==> src/rtl/mult_div_seq_if.sv <==
// Handshake and result bus of the iterative multiply/divide unit.
// The datapath side connects through the master modport; the unit itself uses the slave modport.
interface mult_div_seq_if #(
    parameter int W = 16
) ();
    logic         St;
    logic [1:0]   Op;
    logic [W-1:0] OpA;
    logic [W-1:0] OpB;
    logic         Idle;
    logic         Done;
    logic [W-1:0] Hi;
    logic [W-1:0] Lo;
    logic         DivZero;

    modport master (
        output St, Op, OpA, OpB,
        input  Idle, Done, Hi, Lo, DivZero
    );

    modport slave (
        input  St, Op, OpA, OpB,
        output Idle, Done, Hi, Lo, DivZero
    );
endinterface

==> src/rtl/mult_div_seq.sv <==
// Iterative W-bit multiply/divide unit for MULT/MULTU/DIV/DIVU with a MIPS-style Hi/Lo pair.
// Both operations run on operand magnitudes and apply sign correction in one fix-up cycle.
module mult_div_seq #(
    parameter int W  = 16,
    parameter int CW = 5
) (
    input  logic                 Clk,
    input  logic                 Rst_n,
    mult_div_seq_if.slave        bus
);

    typedef enum logic [1:0] {
        S_IDLE = 2'd0,
        S_CALC = 2'd1,
        S_FIX  = 2'd2,
        S_DONE = 2'd3
    } state_t;

    state_t         state_q, state_d;
    logic [CW-1:0]  cnt_q, cnt_d;
    logic           is_div_q, is_div_d;
    logic           neg_a_q, neg_a_d;
    logic           neg_b_q, neg_b_d;
    logic           bzero_q, bzero_d;
    logic [W-1:0]   opa_q, opa_d;
    logic [W-1:0]   bmag_q, bmag_d;
    logic [W:0]     rem_q, rem_d;
    logic [W-1:0]   quo_q, quo_d;
    logic [W-1:0]   hi_q, hi_d;
    logic [W-1:0]   lo_q, lo_d;
    logic           divzero_q, divzero_d;
    logic           done_q, done_d;
    logic           idle_q, idle_d;

    logic [W:0]     mul_sum_s;
    logic [W:0]     div_shift_s;
    logic [W:0]     div_diff_s;
    logic           div_ge_s;
    logic [2*W-1:0] prod_s;

    function automatic logic [W-1:0] neg_w(input logic [W-1:0] v);
        return ~v + {{(W-1){1'b0}}, 1'b1};
    endfunction

    function automatic logic [2*W-1:0] neg_2w(input logic [2*W-1:0] v);
        return ~v + {{(2*W-1){1'b0}}, 1'b1};
    endfunction

    assign bus.Idle    = idle_q;
    assign bus.Done    = done_q;
    assign bus.Hi      = hi_q;
    assign bus.Lo      = lo_q;
    assign bus.DivZero = divzero_q;

    // Next-state, iteration datapath and result fix-up.
    always_comb begin
        state_d   = state_q;
        cnt_d     = cnt_q;
        is_div_d  = is_div_q;
        neg_a_d   = neg_a_q;
        neg_b_d   = neg_b_q;
        bzero_d   = bzero_q;
        opa_d     = opa_q;
        bmag_d    = bmag_q;
        rem_d     = rem_q;
        quo_d     = quo_q;
        hi_d      = hi_q;
        lo_d      = lo_q;
        divzero_d = divzero_q;

        // Multiply adds into the upper half and shifts {acc, multiplier} right;
        // divide shifts {rem, dividend} left and keeps the difference when it fits.
        mul_sum_s   = rem_q + (quo_q[0] ? {1'b0, bmag_q} : {(W+1){1'b0}});
        div_shift_s = {rem_q[W-1:0], quo_q[W-1]};
        div_ge_s    = (div_shift_s >= {1'b0, bmag_q});
        div_diff_s  = div_shift_s - {1'b0, bmag_q};
        prod_s      = (neg_a_q ^ neg_b_q) ? neg_2w({rem_q[W-1:0], quo_q})
                                          : {rem_q[W-1:0], quo_q};

        case (state_q)
            S_IDLE: begin
                if (bus.St) begin
                    is_div_d = bus.Op[1];
                    neg_a_d  = bus.Op[0] & bus.OpA[W-1];
                    neg_b_d  = bus.Op[0] & bus.OpB[W-1];
                    bzero_d  = (bus.OpB == {W{1'b0}});
                    opa_d    = bus.OpA;
                    quo_d    = (bus.Op[0] & bus.OpA[W-1]) ? neg_w(bus.OpA) : bus.OpA;
                    bmag_d   = (bus.Op[0] & bus.OpB[W-1]) ? neg_w(bus.OpB) : bus.OpB;
                    rem_d    = {(W+1){1'b0}};
                    cnt_d    = CW'(W);
                    state_d  = S_CALC;
                end else begin
                    state_d  = S_IDLE;
                end
            end
            S_CALC: begin
                if (is_div_q) begin
                    rem_d = div_ge_s ? div_diff_s : div_shift_s;
                    quo_d = {quo_q[W-2:0], div_ge_s};
                end else begin
                    rem_d = {1'b0, mul_sum_s[W:1]};
                    quo_d = {mul_sum_s[0], quo_q[W-1:1]};
                end
                cnt_d = cnt_q - CW'(1);
                if (cnt_q == CW'(1)) begin
                    state_d = S_FIX;
                end else begin
                    state_d = S_CALC;
                end
            end
            S_FIX: begin
                if (!is_div_q) begin
                    hi_d      = prod_s[2*W-1:W];
                    lo_d      = prod_s[W-1:0];
                    divzero_d = 1'b0;
                end else if (bzero_q) begin
                    // Divide by zero reports the raw dividend, whatever the signedness.
                    hi_d      = opa_q;
                    lo_d      = {W{1'b1}};
                    divzero_d = 1'b1;
                end else begin
                    lo_d      = (neg_a_q ^ neg_b_q) ? neg_w(quo_q) : quo_q;
                    hi_d      = neg_a_q ? neg_w(rem_q[W-1:0]) : rem_q[W-1:0];
                    divzero_d = 1'b0;
                end
                state_d = S_DONE;
            end
            S_DONE: begin
                state_d = S_IDLE;
            end
            default: begin
                state_d = S_IDLE;
            end
        endcase

        done_d = (state_d == S_DONE);
        idle_d = (state_d == S_IDLE);
    end

    // State and datapath registers with synchronous active-low reset.
    always_ff @(posedge Clk) begin
        if (!Rst_n) begin
            state_q   <= S_IDLE;
            cnt_q     <= {CW{1'b0}};
            is_div_q  <= 1'b0;
            neg_a_q   <= 1'b0;
            neg_b_q   <= 1'b0;
            bzero_q   <= 1'b0;
            opa_q     <= {W{1'b0}};
            bmag_q    <= {W{1'b0}};
            rem_q     <= {(W+1){1'b0}};
            quo_q     <= {W{1'b0}};
            hi_q      <= {W{1'b0}};
            lo_q      <= {W{1'b0}};
            divzero_q <= 1'b0;
            done_q    <= 1'b0;
            idle_q    <= 1'b1;
        end else begin
            state_q   <= state_d;
            cnt_q     <= cnt_d;
            is_div_q  <= is_div_d;
            neg_a_q   <= neg_a_d;
            neg_b_q   <= neg_b_d;
            bzero_q   <= bzero_d;
            opa_q     <= opa_d;
            bmag_q    <= bmag_d;
            rem_q     <= rem_d;
            quo_q     <= quo_d;
            hi_q      <= hi_d;
            lo_q      <= lo_d;
            divzero_q <= divzero_d;
            done_q    <= done_d;
            idle_q    <= idle_d;
        end
    end

endmodule
==> src/flat_wrapper.sv <==
// flat-port wrapper written by rule: the top's interface ports become plain ports
module mult_div_seq_flat 
#(
    parameter int W  = 16,
    parameter int CW = 5
)
  (Clk, Rst_n, bus_St, bus_Op, bus_OpA, bus_OpB, bus_Idle, bus_Done, bus_Hi, bus_Lo, bus_DivZero);
  mult_div_seq_if #(.W(W)) bus_i ();
  input  logic Clk;
  input  logic Rst_n;
  input wire logic [$bits(bus_i.St)-1:0] bus_St;
  input wire logic [$bits(bus_i.Op)-1:0] bus_Op;
  input wire logic [$bits(bus_i.OpA)-1:0] bus_OpA;
  input wire logic [$bits(bus_i.OpB)-1:0] bus_OpB;
  output wire logic [$bits(bus_i.Idle)-1:0] bus_Idle;
  output wire logic [$bits(bus_i.Done)-1:0] bus_Done;
  output wire logic [$bits(bus_i.Hi)-1:0] bus_Hi;
  output wire logic [$bits(bus_i.Lo)-1:0] bus_Lo;
  output wire logic [$bits(bus_i.DivZero)-1:0] bus_DivZero;
  assign bus_i.St = bus_St;
  assign bus_i.Op = bus_Op;
  assign bus_i.OpA = bus_OpA;
  assign bus_i.OpB = bus_OpB;
  assign bus_Idle = bus_i.Idle;
  assign bus_Done = bus_i.Done;
  assign bus_Hi = bus_i.Hi;
  assign bus_Lo = bus_i.Lo;
  assign bus_DivZero = bus_i.DivZero;
  mult_div_seq #(.W(W), .CW(CW)) u_core (.Clk(Clk), .Rst_n(Rst_n), .bus(bus_i));
endmodule
==> config.mk <==
export PLATFORM = sky130hd
export DESIGN_NAME = mult_div_seq_flat
export DESIGN_NICKNAME = d
export VERILOG_FILES = /design/src/rtl/mult_div_seq_if.sv /design/src/rtl/mult_div_seq.sv /design/src/flat_wrapper.sv
export SDC_FILE = /design/constraint.sdc
export NUM_CORES = 1
export LEC_CHECK = 0
export CORE_MARGIN = 2
export CORE_UTILIZATION = 50
export CTS_CLUSTER_SIZE = 40
export DETAILED_ROUTE_END_ITERATION = 6
export HOLD_SLACK_MARGIN = 0.02
export MAX_ROUTING_LAYER = met4
export PLACE_DENSITY_LB_ADDON = 0.1
export SLEW_MARGIN = 20
export SYNTH_ARGS = -nofsm -noshare
export SYNTH_HDL_FRONTEND = slang
export SYNTH_SLANG_ARGS = --single-unit
export TNS_END_PERCENT = 100
==> constraint.sdc <==
create_clock -name Clk -period 4.3 [get_ports Clk]
set_input_delay 0.86 -clock Clk [delete_from_list [all_inputs] [get_ports Clk]]
set_output_delay 0.86 -clock Clk [all_outputs]
set_load 0.005 [all_outputs]
==> summary.md, run 1 <==
| Metric | Value |
|---|---|
| DP Worst Slack | `0.9658 ns` |
| Final setup vio count | `0` |
| WL per Instance | `17.71 microns` |
| Filler Cells Inserted | `1481` |
| Vias in the first global route | `6570` |
| Critical Path End Type | `flop` |
| DIE AREA | `16630 sq um` |
| Resized cells post-CTS | `0` |
| Final #Nets | `1128` |
| Iter 0 DRT Violations | `606` |
| Num CTS Buffers | `9` |
| Largest net degree at the start of global routing | `70` |
| Sequential area share after synthesis | `28.47%` |
| Max Slew Vio Count | `0` |
| Detailed Route WL | `22030 microns` |
| Reg2reg setup slack | `0.89 ns` |
| Vias per Instance | `5.908` |
| Unrepaired setup endpoints after global routing | `no` |
| CP delay by family, top | `compound AO/OA/AOI/OAI gates` |
| Slowest-stage cell, CP | `clkinv_1` |
| Async S/R FF share, synth | `0%` |
| Top cells by area, synth | `dfxtp_1 28%, xor2_1 6.4%, nand2_1 6.1%` |
| Worst EP required | `4.56 ns` |
| Clk pwr share | `32.2%` |
| Crit path DAT | `3.67 ns` |
| Max-cap check violation count | `0` |
| Comb pwr share | `26.9%` |
| Synth top cells by count | `127 x nand2_1, 111 x dfxtp_1, 92 x nor2_1, 86 x a21oi_1, 72 x o21ai_0` |
| Vias after detailed routing | `7350` |
| Crit Reg-Reg Startpoint | `u_core.quo_q[0]` |
| Clock buffer depth | `2` |
| Pwr/cell area | `319.7 nW/um^2` |
| ANT cells | `0` |
| Sequential Area | `2223 sq um` |
| Row Count | `45` |
| Fin Setup TNS | `0 ns` |
| Gate Count Post-Synth | `1022` |
| Outcome | `finished clean` |
| Die Y | `128.9 microns` |
| Drc violations | `0` |
| Crit path to | `u_core.rem_q[14]` |
| Tcrit/Tclk final | `79.34%` |
| Syn Area/Cell | `7.637 sq um` |
| Total GRT Usage | `27.45%` |
| Synth unique cells | `65` |
| Die width | `128.9 microns` |
| Top FF cell, synth | `dfxtp_1` |
| Final Worst Setup Slack | `0.8883 ns` |
| Synth warnings | `0` |
| R2R depth | `11` |
| CTS sink count | `111` |
| Post-synth EDFFs | `0` |
| Cell with the most instances after synthesis | `nand2_1` |
| Overflow left after global routing | `0` |
| Crit-path cells | `clkinv_1, nor2_1, ha_1, o21ai_0, o21ai_0, and3_1, a221o_1, a311oi_1, xor2_1, o221ai_1, a32o_1` |
| Number of stages on the worst setup path | `11` |
| Final Hold Vio Count | `0` |
| Num ports | `72` |
| Relative slew slack | `36.29%` |
| Yosys top cell by area | `dfxtp_1` |
| Area of the multi-input gates | `5185 sq um` |
| Cell Int Power | `0.001932 W` |
| Placed cells | `1228` |
| Setup crit start kind | `flop` |
| R2R Path End | `u_core.rem_q[14]` |
| Synthesized area | `7805 sq um` |
| Hold Crit Class | `reg2reg` |
| Number of synthesized register bits | `111` |
| CTS tree | `built` |
| Net Count, Synth | `1099` |
| Crit path largest cell delay | `0.43 ns` |
| P_leak | `3.628 nW` |
| Period minus WS final | `3.412 ns` |
| Crit path from | `u_core.quo_q[0]` |
| Switching share of total power | `32.26%` |
| First-pass GRT wire length | `34740 microns` |
| CTS H-tree depth | `3` |
| Port Buf Inserts | `71` |
| Worst-Skew Late Latency | `0.36 ns` |
| Setup Buffers After CTS | `0` |
| Layout cells sized above 1 | `4.356%` |
| Post-route insts no fill | `1244` |
| Area Overhead vs Synth | `14.27%` |
| Initial antenna violation count | `0` |
| CP Max Fanout | `17` |
| Core area | `15200 sq um` |
| DP HPWL | `16380 microns` |
| CP bufs+invs | `1` |
| Maximum vdd drop | `221.9 uV` |
| Net Sw Power | `0.0009199 W` |
| Critical path's most frequent cell | `o21ai_0` |
| Sequential share of power | `40.9%` |
| Starting density of the core | `51.34%` |
| Fraction of synthesized cell area taken by the top area cell type | `28.47%` |
| GP Congestion | `0.9513` |
| Setup Crit Path Kind | `reg2reg` |
| Reg clk slew, reported paths | `0.07 ns` |
| FMAX | `293.1 MHz` |
| Hold Buf Count CTS | `0` |
| Drt pass-1 iters | `5` |
| Worst-Margin Slew | `0.9556 ns` |
| Detail Route Antenna Nets | `0` |
| Root Driver | `clkbuf_16` |
| Worst clock skew | `0.008048 ns` |
## kinds of logic after synthesis
| group | share of synthesized area (%) |
|---|---|
| compound gates | 25.94 |
| xor+xnor | 10.77 |
| fa+ha+maj | 6.605 |
| buf+inv | 5.162 |
| flops | 28.47 |
| mux | 3.366 |
| simple gates | 19.69 |
## cells in the final DEF, fill, tap and decap left out, types with 15 or more instances in the layout
master and n:
xnor2_1 39, o211ai_1 15, dfxtp_1 110, nand3_1 20
mux2i_1 24, a21oi_1 86, inv_1 34, buf_4 15
clkdlybuf4s50_1 70, a211oi_1 37, o21ai_0 72, ha_1 38
nand2_1 127, o31ai_1 16, a21boi_0 20, nor2_1 92
xor2_1 57
## area by class of cell
type                    instances  area share (%)
repair buffers                 86           9.175
clock buffers                  11           2.722
clock inverters                 5          0.8838
multi-input cells             807           58.14
well taps                     188           2.637
flip-flops and latches        111           24.93
inverters                      36           1.515
## power by group through the flow
stage | combinational (W) | clock [W] | sequential (W)
detailed placement | 0.000755 | 0 | 0.00119
finish | 0.000767 | 0.000919 | 0.00117
floorplan | 0.000555 | 0 | 0.00115
global route | 0.000848 | 0.000967 | 0.00117
global placement | 0.000753 | 0 | 0.00119
CTS | 0.000759 | 0.000929 | 0.00116
## metrics by stage
stage	instance area [sq um]	hold slack (ns)	utilization [%]	total power, W
after CTS	8919	0.4564	58.67	0.002850
after global routing	8919	0.4811	58.67	0.002988
after detailed placement	8597	0.4450	56.55	0.001941
final	8919	0.4523	58.67	0.002852
after global placement	8597	0.4383	56.55	0.001939
after floorplan	7805	0.4319	-	0.001708
## worst min-delay path by stage
stage	end	start	slack, ns	depth (start not counted)
floorplan	u_core.bmag_q[14]	u_core.bmag_q[14]	0.43	2
global placement	u_core.bus.Hi[12]	u_core.bus.Hi[12]	0.44	2
detailed placement	u_core.bus.Hi[3]	u_core.bus.Hi[3]	0.45	2
CTS	u_core.bus.Hi[3]	u_core.bus.Hi[3]	0.46	2
global route	u_core.bus.Hi[4]	u_core.bus.Hi[4]	0.48	2
finish	u_core.bus.Hi[12]	u_core.bus.Hi[12]	0.45	2
## worst min-delay path, delay by kind of cell, from the launching register on
kind	cells	cell delay (ns)
AOI/OAI and AO/OA	1	0.05
DFF	1	0.31
and+or+nand+nor	1	0.05
## metal layers
| layer | GRT usage, % | routed length, microns |
|---|---|---|
| met1 | 40.07 | 11010 |
| met2 | 38.53 | 9155 |
| met3 | 5.489 | 1512 |
| met4 | 7.033 | 345 |
| met5 | - | 0 |
## flip-flops by register name, summed over array words and instances (netlist names), 2 cells and up
signal,cells
u_core.quo_q,16
u_core.rem_q,17
u_core.bus.Lo,16
u_core.cnt_q,5
u_core.bus.Hi,16
u_core.state_q,2
u_core.opa_q,16
u_core.bmag_q,16
(Power assumes the default switching activity.)
==> run 2, diff against run 1 <==
- clock period: 4.3 -> 3.3 ns (I/O delays scaled with it)
==> run 2 against run 1 <==
Net effect: sequential power rose by 29%; sequential cell count is the same; global-route usage is 0.65 points higher; clock skew decreased by 0.0024 ns; clock power up 20%; first-iteration DRC count down 7.1%; critical path depth is 1 higher; worst hold slack better by 0.00093 ns; cell count is 2.0% higher.
==> summary.md, run 2 (synthesis results as in run 1) <==
| Metric | Value |
|---|---|
| Worst-Skew Late Latency | `0.35 ns (about the same)` |
| Outcome | `finished clean` |
| DIE AREA | `16630 sq um (unchanged)` |
| Die width | `128.9 microns (unchanged)` |
| Top reg by flops | `u_core.rem_q` |
| WL per Instance | `17.61 microns (-0.57%)` |
| CTS H-tree depth | `3 (unchanged)` |
| Vias in the first global route | `6809 (+3.6%)` |
| Reg clk slew, reported paths | `0.07 ns (about the same)` |
| Area of the multi-input gates | `5196 sq um (+0.22%)` |
| Max-cap check violation count | `0 (unchanged)` |
| GP Congestion | `0.9711 (+2.1%)` |
| FMAX | `318.9 MHz (+8.8%)` |
| Core area | `15200 sq um (unchanged)` |
| Final setup vio count | `0 (unchanged)` |
| GR Util met1 | `39.12% (-0.95 points)` |
| Placed cells | `1253 (+2.0%)` |
| Unrepaired setup endpoints after global routing | `no` |
| Max FFs per register | `17 (unchanged)` |
| Num ports | `72 (unchanged)` |
| CP bufs+invs | `2 (+1)` |
| Final Hold Vio Count | `0 (unchanged)` |
| Busiest grt layer | `met2` |
| R2R depth | `12 (+1)` |
| Crit-path cells | `clkinv_1, buf_4, nor2_1, ha_1, o21ai_0, nand2b_1, and3_1, a221o_1, a311oi_1, xor2_1, o221ai_1, a32o_1` |
| Largest net degree at the start of global routing | `72 (+2.9%)` |
| CP delay by family, top | `compound AO/OA/AOI/OAI gates` |
| GR Layer Usage met3 | `6.112% (+0.62 points)` |
| Reg2reg setup slack | `0.16 ns (-0.72 ns)` |
| Pwr/cell area | `401.7 nW/um^2 (+26%)` |
| Tcrit/Tclk final | `95.03% (+16 points)` |
| Slowest-stage cell, CP | `dfxtp_1` |
| Worst clock skew | `0.005600 ns (-0.002448 ns)` |
| Crit path from | `u_core.quo_q[0]` |
| Drc violations | `0 (unchanged)` |
| DP HPWL | `16950 microns (+3.5%)` |
| Row Count | `45 (unchanged)` |
| Number of stages on the worst setup path | `12 (+1)` |
| Overflow left after global routing | `0 (unchanged)` |
| Vias after detailed routing | `7520 (+2.3%)` |
| Clock buffer depth | `2 (unchanged)` |
| Final core utilization | `59.76% (+1.1 points)` |
| Final hold slack | `0.4532 ns (+0.0009280 ns)` |
| Worst-Margin Slew | `1.057 ns (+0.1018 ns)` |
| Detailed Route WL | `22340 microns (+1.4%)` |
| Port Buf Inserts | `71 (unchanged)` |
| Area Overhead vs Synth | `16.40%` |
| Max Slew Vio Count | `0 (unchanged)` |
| CTS tree | `built` |
| Total GRT Usage | `28.11% (+0.65 points)` |
| Highest-count cells in the layout ignoring fill and taps | `127 x nand2_1, 110 x dfxtp_1, 92 x nor2_1` |
| Final #Nets | `1153 (+2.2%)` |
| Crit path largest cell delay | `0.38 ns (-0.05 ns)` |
| Crit Reg-Reg Startpoint | `u_core.quo_q[0]` |
| M2 GR Usage | `41.33% (+2.8 points)` |
| Crit path to | `u_core.rem_q[14]` |
| Relative slew slack | `29.41% (-6.9 points)` |
| Sequential Area | `2223 sq um (unchanged)` |
| Post-route insts no fill | `1269 (+2.0%)` |
| Setup crit start kind | `flop` |
| Detail Route Antenna Nets | `0 (unchanged)` |
| Hold Buf Count CTS | `0 (unchanged)` |
| Placed inst area | `8785 sq um (+2.2%)` |
| Crit path DAT | `3.39 ns (-0.28 ns)` |
| Hold Crit Class | `reg2reg` |
| Iter 0 DRT Violations | `563 (-7.1%)` |
| Root Driver | `clkbuf_16` |
| Layout cells sized above 1 | `6.660% (+2.3 points)` |
| Starting density of the core | `51.34% (unchanged)` |
| Maximum vdd drop | `399.2 uV (+80%)` |
| Drt pass-1 iters | `5 (unchanged)` |
| Hold Path Origin | `u_core.bus.Hi[12]` |
| Die Y | `128.9 microns (unchanged)` |
| CTS sink count | `111 (unchanged)` |
| Fin Setup TNS | `0 ns (unchanged)` |
| Commonest non-fill, non-tap cell in the layout | `nand2_1` |
| First-pass GRT wire length | `35540 microns (+2.3%)` |
| Filler Cells Inserted | `1414 (-4.5%)` |
| Vias per Instance | `5.926 (+0.30%)` |
| R2R Path End | `u_core.rem_q[14]` |
| Worst EP required | `3.55 ns (-1.01 ns)` |
| P_leak | `3.739 nW (+3.1%)` |
| Critical Path End Type | `flop` |
| ANT cells | `0 (unchanged)` |
| Initial antenna violation count | `0 (unchanged)` |
| CP Max Fanout | `6 (-11)` |
| Setup Crit Path Kind | `reg2reg` |
| Final instance area | `9085 sq um (+1.9%)` |
| Num CTS Buffers | `9 (unchanged)` |
| Period minus WS final | `3.136 ns (-0.2757 ns)` |
[run 2: cell count changes in the layout (fill, tap and decap cells not counted), sizes merged]
| cell | change |
|---|---|
| clkinvlp | +1 |
| bufinv | -1 |
| buf | +25 |
[run 2: repair_timing]
action / CTS / global route
endpoints found under the setup margin: 0 / 2
gates resized for setup: 0 / 3
buffers inserted: 0 / 0
[run 2: final cells by class]
cell class / instances / area share, %
clock buffer: 11 / 2.562
clock inverter: 5 / 0.6197
inverter: 36 / 1.487
multi-input combinational: 807 / 57.20
sequential: 111 / 24.47
tap: 188 / 2.589
timing repair buffer: 111 / 11.07
[run 2: how the worst min path moves through the flow]
| stage | slack, ns | to | depth (start not counted) |
|---|---|---|---|
| after floorplan | 0.43 | u_core.bmag_q[14] | 2 |
| after global placement | 0.44 | u_core.bus.Hi[12] | 2 |
| after detailed placement | 0.45 | u_core.bus.Hi[2] | 2 |
| after CTS | 0.46 | u_core.bus.Hi[2] | 2 |
| after global routing | 0.47 | u_core.bus.Hi[8] | 2 |
| final | 0.45 | u_core.bus.Hi[12] | 2 |
[run 2: worst register-to-register path, cell delays in order (launching register included)]
cell and delay [ns]:
dfxtp_1 0.38, clkinv_1 0.21, buf_4 0.22, nor2_1 0.09
ha_1 0.27, o21ai_0 0.25, nand2b_1 0.11, and3_1 0.19
a221o_1 0.35, a311oi_1 0.37, xor2_1 0.19, o221ai_1 0.13
a32o_1 0.29
[run 2: per-layer routing]
layer  share of wire (%)  routed length (microns)  vias to the layer above
li1                    -                        -                     3738
met1                  48                    10720                     3523
met2                  43                     9690                      228
met3                 6.8                     1518                       31
met4                 1.8                      410                        0
met5                   0                        0                        -
[run 2: power breakdown]
part	switching, W	leakage (nW)	internal [W]
registers	0.0000885	0.906	0.00142
logic	0.000605	2.69	0.000437
clock network	0.000511	0.140	0.000591
total	0.00120	3.74	0.00245
[run 2: metrics by stage]
step           setup slack, ns  total power, W
2_1_floorplan           0.3515        0.002225
3_3_place_gp            0.2169        0.002551
3_5_place_dp            0.1885        0.002558
4_1_cts                 0.1703        0.003655
5_1_grt                0.04489        0.003852
6_report                0.1640        0.003649
